## src/rtl/uart_pkg.sv

```systemverilog
// Shared UART definitions: controller state encoding (used by both TX and RX
// controllers) and the default link constants.
package uart_pkg;

    typedef enum logic [1:0] {
        IDLE  = 2'd0,
        START = 2'd1,
        DATA  = 2'd2,
        STOP  = 2'd3
    } uart_state_t;

    localparam int UART_CLKS_PER_BIT = 868;
    localparam int UART_WORD_SIZE    = 8;

endpackage

```

## src/rtl/uart_tx_datapath.sv

```systemverilog
// UART transmit datapath: word shift register, data-bit counter and baud counter.
// The controller decides when to load and shift; this block only reports timing.
module uart_tx_datapath
    import uart_pkg::*;
#(
    parameter int WORD_SIZE          = UART_WORD_SIZE,
    parameter int WORD_SIZE_WIDTH    = 4,
    parameter int CLKS_PER_BIT       = UART_CLKS_PER_BIT,
    parameter int CLKS_PER_BIT_WIDTH = 10
) (
    input  logic                 clk,
    input  logic                 reset_b,
    input  logic                 load,
    input  logic                 active,
    input  logic                 shift,
    input  logic [WORD_SIZE-1:0] data_in,
    output logic                 data_bit,
    output logic                 next_bit,
    output logic                 Baud_Tick,
    output logic                 baud_last_next,
    output logic                 Bit_Count_Reached
);

    localparam logic [CLKS_PER_BIT_WIDTH-1:0] BAUD_LAST = CLKS_PER_BIT_WIDTH'(CLKS_PER_BIT - 1);
    localparam logic [WORD_SIZE_WIDTH-1:0]    BIT_ONE   = WORD_SIZE_WIDTH'(1);
    localparam logic [WORD_SIZE_WIDTH-1:0]    BIT_FULL  = WORD_SIZE_WIDTH'(WORD_SIZE);

    logic [WORD_SIZE-1:0]          shift_reg;
    logic [WORD_SIZE_WIDTH-1:0]    bit_cnt;
    logic [CLKS_PER_BIT_WIDTH-1:0] baud_cnt;
    logic [CLKS_PER_BIT_WIDTH-1:0] baud_cnt_nxt;

    assign Baud_Tick = (baud_cnt == BAUD_LAST);

    // Counter sits at 0 while idle so the first start-bit cycle is count 0.
    always_comb begin
        baud_cnt_nxt = baud_cnt + 1'b1;
        if (load || !active || Baud_Tick)
            baud_cnt_nxt = '0;
    end

    // Lets the controller register TX_Done so it lands on the last stop cycle.
    assign baud_last_next    = (baud_cnt_nxt == BAUD_LAST);
    // The bit finishing at this boundary brings the count to WORD_SIZE.
    assign Bit_Count_Reached = ((bit_cnt + BIT_ONE) == BIT_FULL);

    assign data_bit = shift_reg[0];
    assign next_bit = shift_reg[1];

    always_ff @(posedge clk) begin
        if (reset_b) begin
            shift_reg <= '0;
            bit_cnt   <= '0;
            baud_cnt  <= '0;
        end else begin
            baud_cnt <= baud_cnt_nxt;
            if (load) begin
                shift_reg <= data_in;
                bit_cnt   <= '0;
            end else if (shift) begin
                // Fill with 1s so a drained register can never pull the line low.
                shift_reg <= {1'b1, shift_reg[WORD_SIZE-1:1]};
                bit_cnt   <= bit_cnt + BIT_ONE;
            end
        end
    end

endmodule

```

## src/rtl/uart_tx.sv

```systemverilog
// UART 8N1 transmitter controller: valid/ready intake, frame FSM and registered
// line/status outputs on top of uart_tx_datapath.
module uart_tx
    import uart_pkg::*;
#(
    parameter int WORD_SIZE          = UART_WORD_SIZE,
    parameter int WORD_SIZE_WIDTH    = 4,
    parameter int CLKS_PER_BIT       = UART_CLKS_PER_BIT,
    parameter int CLKS_PER_BIT_WIDTH = 10
) (
    input  logic                 clk,
    input  logic                 reset_b,
    input  logic [WORD_SIZE-1:0] TX_Data_in,
    input  logic                 TX_Data_Valid,
    output logic                 TX_Ready,
    output logic                 TX_Data_out,
    output logic                 TX_Busy,
    output logic                 TX_Done
);

    uart_state_t state, state_nxt;
    logic load, active, shift;
    logic data_bit, next_bit, baud_tick, baud_last_next, bit_count_reached;
    logic line_nxt, ready_nxt, busy_nxt, done_nxt;

    // TX_Ready is only ever high in IDLE, so it doubles as the state qualifier.
    assign load   = TX_Data_Valid && TX_Ready;
    assign active = (state != IDLE);
    assign shift  = (state == DATA) && baud_tick;

    uart_tx_datapath #(
        .WORD_SIZE         (WORD_SIZE),
        .WORD_SIZE_WIDTH   (WORD_SIZE_WIDTH),
        .CLKS_PER_BIT      (CLKS_PER_BIT),
        .CLKS_PER_BIT_WIDTH(CLKS_PER_BIT_WIDTH)
    ) u_datapath (
        .clk              (clk),
        .reset_b          (reset_b),
        .load             (load),
        .active           (active),
        .shift            (shift),
        .data_in          (TX_Data_in),
        .data_bit         (data_bit),
        .next_bit         (next_bit),
        .Baud_Tick        (baud_tick),
        .baud_last_next   (baud_last_next),
        .Bit_Count_Reached(bit_count_reached)
    );

    always_comb begin
        state_nxt = state;
        case (state)
            IDLE:    if (load)                           state_nxt = START;
            START:   if (baud_tick)                      state_nxt = DATA;
            DATA:    if (baud_tick && bit_count_reached) state_nxt = STOP;
            STOP:    if (baud_tick)                      state_nxt = IDLE;
            default:                                     state_nxt = IDLE;
        endcase

        // Outputs are computed for the coming cycle and registered below.
        line_nxt = 1'b1;
        case (state_nxt)
            START:   line_nxt = 1'b0;
            DATA:    line_nxt = shift ? next_bit : data_bit;
            default: line_nxt = 1'b1;
        endcase
        ready_nxt = (state_nxt == IDLE);
        busy_nxt  = !ready_nxt;
        done_nxt  = (state_nxt == STOP) && baud_last_next;
    end

    always_ff @(posedge clk) begin
        if (reset_b) begin
            state       <= IDLE;
            TX_Data_out <= 1'b1;
            TX_Ready    <= 1'b1;
            TX_Busy     <= 1'b0;
            TX_Done     <= 1'b0;
        end else begin
            state       <= state_nxt;
            TX_Data_out <= line_nxt;
            TX_Ready    <= ready_nxt;
            TX_Busy     <= busy_nxt;
            TX_Done     <= done_nxt;
        end
    end

endmodule

```

## config.mk

```make
export PLATFORM = sky130hd
export DESIGN_NAME = uart_tx
export DESIGN_NICKNAME = d
export VERILOG_FILES = /design/src/rtl/uart_pkg.sv /design/src/rtl/uart_tx_datapath.sv /design/src/rtl/uart_tx.sv
export SDC_FILE = /design/constraint.sdc
export NUM_CORES = 1
export LEC_CHECK = 0
export ABC_AREA = 1
export BUFFER_PORTS_ARGS = -buffer_cell sky130_fd_sc_hd__buf_2
export CAP_MARGIN = 20
export CELL_PAD_IN_SITES_DETAIL_PLACEMENT = 1
export CELL_PAD_IN_SITES_GLOBAL_PLACEMENT = 2
export CORE_MARGIN = 1.5
export CORE_UTILIZATION = 29
export DETAILED_ROUTE_END_ITERATION = 12
export PLACE_DENSITY_LB_ADDON = 0.08
export SLEW_MARGIN = 20
export SYNTH_ARGS = -nofsm -noshare
export SYNTH_HDL_FRONTEND = slang
export SYNTH_SLANG_ARGS = --single-unit
```

## constraint.sdc

```tcl
create_clock -name clk -period 1.4 [get_ports clk]
set_input_delay 0.07 -clock clk [delete_from_list [all_inputs] [get_ports clk]]
set_output_delay 0.07 -clock clk [all_outputs]
set_load 0.005 [all_outputs]
```

==> flow_metrics.tcl, run 1 <==
set metrics [dict create \
    status "complete, no violations" \
    initial_core_util_pct 30.7 \
    largest_reg_flops 10 \
    power_density_nw_per_um2 814 \
    root_buffer "clkbuf_8" \
    syn_inst 205 \
    antenna_left 0 \
    syn_area_sq_um 1480 \
    swShare_pct 24.7 \
    cts_hold_buf 0 \
    synth_top_area_share_pct 37.9 \
    crit_family "simple AND/OR/NAND/NOR gates" \
    fin_nets 247 \
    critPathMaxStageDelay_ps 360 \
    drcViolationCount 0 \
    grt_max_degree 16 \
    slew_headroom_pct 79.8 \
    cp.required_ps 1580 \
    finalSetupViolCount 0 \
    post-cts-setup-buffers 0 \
    stdcell_area_sq_um 1860 \
    timing.final.max_slew_violations 0 \
    hold_path_class "input port to flop" \
    ys_types 29 \
    ys.flop_type "dfxtp_1" \
    layout_common_cells "nand2_1, nor2_1, dfxtp_1, inv_1, nand3_1" \
    path_cells "ha_1 -> xor2_2 -> nor2_2 -> nand3_4 -> nand2_2 -> nand2_2 -> nand2_4 -> nand2_1" \
    cp_common_cell "nand2_2" \
    final_common_cell "nand2_1" \
    hold_violations 0 \
    preCtsSetupSlack_ps -76.6 \
    clockPowerShare_pct 34.0 \
    p_seq_share_pct 55.6 \
    place_area_sq_um 1710 \
    cts_buffers 3 \
    max_freq_mhz 741 \
    min_from "TX_Data_in[7]" \
    global_route.usage.total_pct 14.6 \
    critPathSlowestCell "dfxtp_1" \
    ys_ff_latch 28 \
    cts_num_sinks 28 \
    cp_num_buf_inv 0 \
    drt-pass1-iter-count 4 \
    worstSetupPathType "flop to flop" \
    cts.htree.levels 1 \
    num_vias 1326 \
    synthToLayoutAreaGrowth_pct 25.7 \
    io_buffers 14 \
    grt_pass1_wl_um 6090 \
    clk_latency_ps 280 \
    final_core_util_pct 38.5 \
    die_area_sq_um 5530 \
    synth_top_cells_by_area "dfxtp_1, nand2_1, nor2_1, inv_1, nand3_1" \
    post_drt_via_cell_ratio 4.43 \
    start_kind "flop" \
    drt_iter0_markers 32 \
    rr_endpoint "TX_Data_out$_SDFF_PP1_" \
    seq_area_frac_synth_pct 37.9 \
    wl_um 3640 \
    rsz0062_at_grt "true" \
    core_sq_um 4820 \
    worst_pin_slew_ps 303 \
    die_x_um 74.4 \
    antenna_found_initial 0 \
    synth-edff-count 0 \
    r2r_slack_ps 50 \
    clkTransAtPathRegs_ps 100 \
    drive_above_1_share_pct 33.6 \
    p_switching_mw 0.373 \
    min_period_ps 1350 \
    die_h_um 74.4 \
    cp-end-kind "flop" \
    ir_drop_mv 0.441 \
    holdWs_ps 36.4 \
    avgRoutedWirePerCell_um 12.2 \
    async_reset_ff_share_pct 0 \
    hold_depth 3 \
    num_antenna_cells 0 \
    place_hpwl_um 2890 \
    grt-ovfl-total 0 \
    fin_crit_sh_pct 96.4 \
    maxCapViolations 0 \
    yosys_warnings 0 \
    setup_slack_ps 50.2 \
    place.gp.congestion 0.785 \
    grt_pass1_vias 1361 \
    yosys.area.top_type "dfxtp_1" \
    combPwrFrac_pct 10.4 \
    path_max_fanout 4 \
    reg2regPathDepth 8 \
    clockBufferDepth 2 \
    p_leak_nw 0.843 \
    syn_nets 219 \
    synth.avg_cell_area_sq_um 7.21 \
    arrival_ps 1530 \
    io_pins 15 \
    fin_skew_ps 3.65 \
    holdPathEnd "u_datapath.shift_reg[7]$_SDFFE_PP0P_" \
    timing.rr.start "u_datapath.bit_cnt[0]$_SDFFE_PP0P_" \
    p_int_mw 1.14 \
    tritoncts "built" \
    row_count 25 \
]
[synthesized netlist by cell type (2+ instances only)]
cell type,instances
inv_1,22
a21oi_1,3
xor2_1,5
nand3_2,2
nand2_1,42
nand2_2,5
a31oi_1,2
nor2_1,36
nand4_1,3
nor2_4,3
dfxtp_1,28
o21ai_1,9
nand3_1,16
nand2_4,3
inv_2,5
ha_1,3
nor2_2,4
nor3_1,2
nand3b_1,2
[layout make-up]
type / instances / area [sq um]
Multi-Input combinational cell: 147 / 883
Inverter: 27 / 101
Sequential cell: 28 / 573
Timing Repair Buffer: 26 / 160
Fill cell: 642 / 2960
Tap cell: 67 / 83.8
Clock buffer: 4 / 55.1
[cells by family (layout without fill, tap and decap cells)]
group	after synthesis	count (layout)	synth area share, %
compound gates	18	18	7.28
xor+xnor	5	5	2.96
flops	28	28	37.9
simple gates	121	121	41.1
fa+ha+maj	3	3	2.54
buf+inv	30	57	8.21
[power by group through the flow]
| stage | logic [mW] | clock network, mW | registers, mW |
|---|---|---|---|
| after floorplan | 0.101 | 0 | 0.858 |
| after global placement | 0.155 | 0 | 0.858 |
| after detailed placement | 0.158 | 0 | 0.860 |
| after CTS | 0.160 | 0.540 | 0.843 |
| after global routing | 0.183 | 0.552 | 0.844 |
| final | 0.157 | 0.515 | 0.841 |
[worst register-to-register path, stage by stage, from the launching register on]
cell,delay [ps]
dfxtp_1,360
ha_1,230
xor2_2,160
nor2_2,130
nand3_4,90
nand2_2,90
nand2_2,70
nand2_4,80
nand2_1,50
[how the worst max path moves through the flow]
stage	from	to	depth (start not counted)
after floorplan	u_datapath.baud_cnt[0]$_SDFF_PP0_	TX_Data_out$_SDFF_PP1_	10
after global placement	u_datapath.baud_cnt[0]$_SDFF_PP0_	TX_Data_out$_SDFF_PP1_	8
after detailed placement	u_datapath.baud_cnt[0]$_SDFF_PP0_	TX_Data_out$_SDFF_PP1_	8
after CTS	u_datapath.baud_cnt[2]$_SDFF_PP0_	TX_Data_out$_SDFF_PP1_	9
after global routing	u_datapath.baud_cnt[0]$_SDFF_PP0_	TX_Done$_SDFF_PP0_	9
final	u_datapath.bit_cnt[0]$_SDFFE_PP0P_	TX_Data_out$_SDFF_PP1_	8
[through the flow]
stage	power (mW)	cells	setup TNS (ps)
after floorplan	0.959	205	0
after detailed placement	1.02	295	-290
after global routing	1.58	299	-373
after global placement	1.01	295	-40.8
after CTS	1.54	299	0
final	1.51	299	0
[what timing repair did]
action,4_1_cts,5_1_grt
resized for setup,5,22
endpoints found under the setup margin,13,23
pin swaps,3,5
[per-layer routing]
metal | global-route usage [%] | wire length (um)
met5 | 0 | 0
met4 | 6.87 | 99
met3 | 2.03 | 78
met2 | 25.5 | 1830
met1 | 17.8 | 1630
Note: power is estimated with default switching activity, not from simulation.
==> run 2: changes to the inputs <==
- CELL_PAD_IN_SITES_DETAIL_PLACEMENT: 1 -> 0
- CELL_PAD_IN_SITES_GLOBAL_PLACEMENT: 2 -> 1
- CORE_UTILIZATION: 29 -> 37
==> run 2 against run 1 <==
Die area is 21% lower. Sequential cell count stayed put. Register-to-register slack worse by 30 ps. Combinational power is 9.6% higher. Global-route usage is 1.9 points higher. Routed wire length is 6.8% lower. Power hardly changed. Worst hold slack worse by 14 ps. Highest routed layer unchanged.
==> flow_metrics.tcl, run 2 (same netlist as run 1, synthesis figures left out) <==
set metrics [dict create \
    status "complete, no violations" \
    initial_core_util_pct 39.5 \
    min_period_ps 1380 \
    p_seq_share_pct 55.1 \
    wl_um 3390 \
    worst_pin_slew_ps 298 \
    layout_common_cells "nand2_1, nor2_1, inv_1, buf_4, dfxtp_1" \
    clockBufferDepth 2 \
    p_leak_nw 0.910 \
    hold_depth 3 \
    fin_nets 258 \
    drt-pass1-iter-count 4 \
    core_sq_um 3740 \
    post_drt_via_cell_ratio 4.65 \
    p_switching_mw 0.371 \
    clockPowerShare_pct 33.5 \
    fin_skew_ps 5.46 \
    grt_pass1_wl_um 5530 \
    holdWs_ps 22.3 \
    place.gp.congestion 0.858 \
    dp_cells 274 \
    power_density_nw_per_um2 774 \
    p_int_mw 1.14 \
    drt_iter0_markers 39 \
    cts_hold_buf 0 \
    largest_reg_flops 10 \
    path_cells "nor2_4 -> nand3_4 -> nor2_4 -> nand2_4 -> nand2_8 -> buf_6 -> inv_4 -> nand2_2 -> o211ai_1 -> inv_1" \
    arrival_ps 1610 \
    clkTransAtPathRegs_ps 100 \
    place_hpwl_um 2440 \
    hold_path_class "input port to flop" \
    cts_buffers 3 \
    cp-end-kind "flop" \
    ir_drop_mv 0.469 \
    power_mw 1.51 \
    finalSetupViolCount 0 \
    die_h_um 66.2 \
    tritoncts "built" \
    start_kind "flop" \
    avgRoutedWirePerCell_um 11.6 \
    row_count 22 \
    drive_above_1_share_pct 38.7 \
    critPathMaxStageDelay_ps 380 \
    num_antenna_cells 0 \
    hold_violations 0 \
    nFillCells 406 \
    grt_max_degree 16 \
    swShare_pct 24.5 \
    io_buffers 14 \
    cp.required_ps 1630 \
    io_pins 15 \
    rsz0062_at_grt "true" \
    synthToLayoutAreaGrowth_pct 32.3 \
    combPwrFrac_pct 11.4 \
    cp_common_cell "nor2_4" \
    slew_headroom_pct 80.1 \
    worstSetupPathType "flop to flop" \
    root_buffer "clkbuf_8" \
    antenna_left 0 \
    grt-ovfl-total 0 \
    drcViolationCount 0 \
    num_vias 1352 \
    cts_num_sinks 28 \
    final_cells 291 \
    reg2regPathDepth 10 \
    fin_crit_sh_pct 98.6 \
    path_max_fanout 6 \
    max_freq_mhz 725 \
    r2r_slack_ps 20 \
    antenna_found_initial 0 \
    die_area_sq_um 4380 \
    global_route.usage.total_pct 16.5 \
    die_x_um 66.2 \
    maxCapViolations 0 \
    final_common_cell "nand2_1" \
    timing.final.max_slew_violations 0 \
    cts.htree.levels 1 \
    grt_pass1_vias 1318 \
    clk_latency_ps 280 \
    critPathSlowestCell "dfxtp_2" \
]
==> run 2: cell count changes in the layout (fill, tap and decap cells not counted), moves of 2 or more <==
cell     previous run  this run
buf_4              12        21
buf_6               0         2
nor2_1             33        31
inv_4               0         2
dfxtp_1            20        18
inv_2               7         4
dfxtp_4             1         4
nand2_1            38        36
nor2_2              3         6
==> run 2: cell type report <==
type,count,area [sq um],area share [%]
clock buffers,4,55.1,2.82
inverters,27,106,5.44
multi-input cells,147,901,46.1
flip-flops and latches,28,583,29.8
well taps,48,60.1,3.07
repair buffers,37,250,12.8
==> run 2: power groups by stage <==
| stage | Clock (mW) | Combinational (mW) | Sequential (mW) |
|---|---|---|---|
| floorplan | 0 | 0.101 | 0.858 |
| global placement | 0 | 0.152 | 0.859 |
| detailed placement | 0 | 0.156 | 0.859 |
| CTS | 0.526 | 0.157 | 0.838 |
| global route | 0.545 | 0.197 | 0.837 |
| finish | 0.507 | 0.172 | 0.834 |
==> run 2: worst paths after layout <==
path,start,end
max reg2reg,u_datapath.baud_cnt[2]$_SDFF_PP0_,u_datapath.shift_reg[7]$_SDFFE_PP0P_
min,TX_Data_in[7],u_datapath.shift_reg[7]$_SDFFE_PP0P_
max,u_datapath.baud_cnt[2]$_SDFF_PP0_,u_datapath.shift_reg[7]$_SDFFE_PP0P_
min reg2reg,u_datapath.shift_reg[1]$_SDFFE_PP0P_,u_datapath.shift_reg[1]$_SDFFE_PP0P_
==> run 2: routing by layer <==
metal / GRT usage (%) / vias to the layer above / routed length (um)
li1: - / 715 / -
met1: 19.6 / 625 / 1520
met2: 30.1 / 8 / 1780
met3: 2.04 / 4 / 50
met4: 6.12 / 0 / 42
met5: 0 / - / 0
==> run 2: metrics by stage <==
| step | cell area [sq um] | setup TNS, ps | utilization (%) | setup WS, ps |
|---|---|---|---|---|
| global route | 1960 | -354 | 52.2 | -61.0 |
| finish | 1960 | 0 | 52.2 | 20.1 |
| global placement | 1670 | -7.87 | 44.6 | -7.87 |
| detailed placement | 1670 | -80.1 | 44.6 | -29.9 |
| floorplan | 1490 | 0 | - | 11.1 |
| CTS | 1790 | 0 | 47.9 | 1.46 |
==> run 2: critical path: cells and delay by family, from the launching register on <==
family / cells / cell delay, ps
and+or+nand+nor: 6 / 670
buffers and inverters: 3 / 220
AOI/OAI and AO/OA: 1 / 70
DFF: 1 / 380
==> run 2: repair_timing <==
item | 4_1_cts | 5_1_grt
endpoints found under the setup margin | 7 | 13
pin swaps | 8 | 13
setup buffers | 4 | 10
hold endpoints to repair | 0 | 0
gates resized for setup | 14 | 28
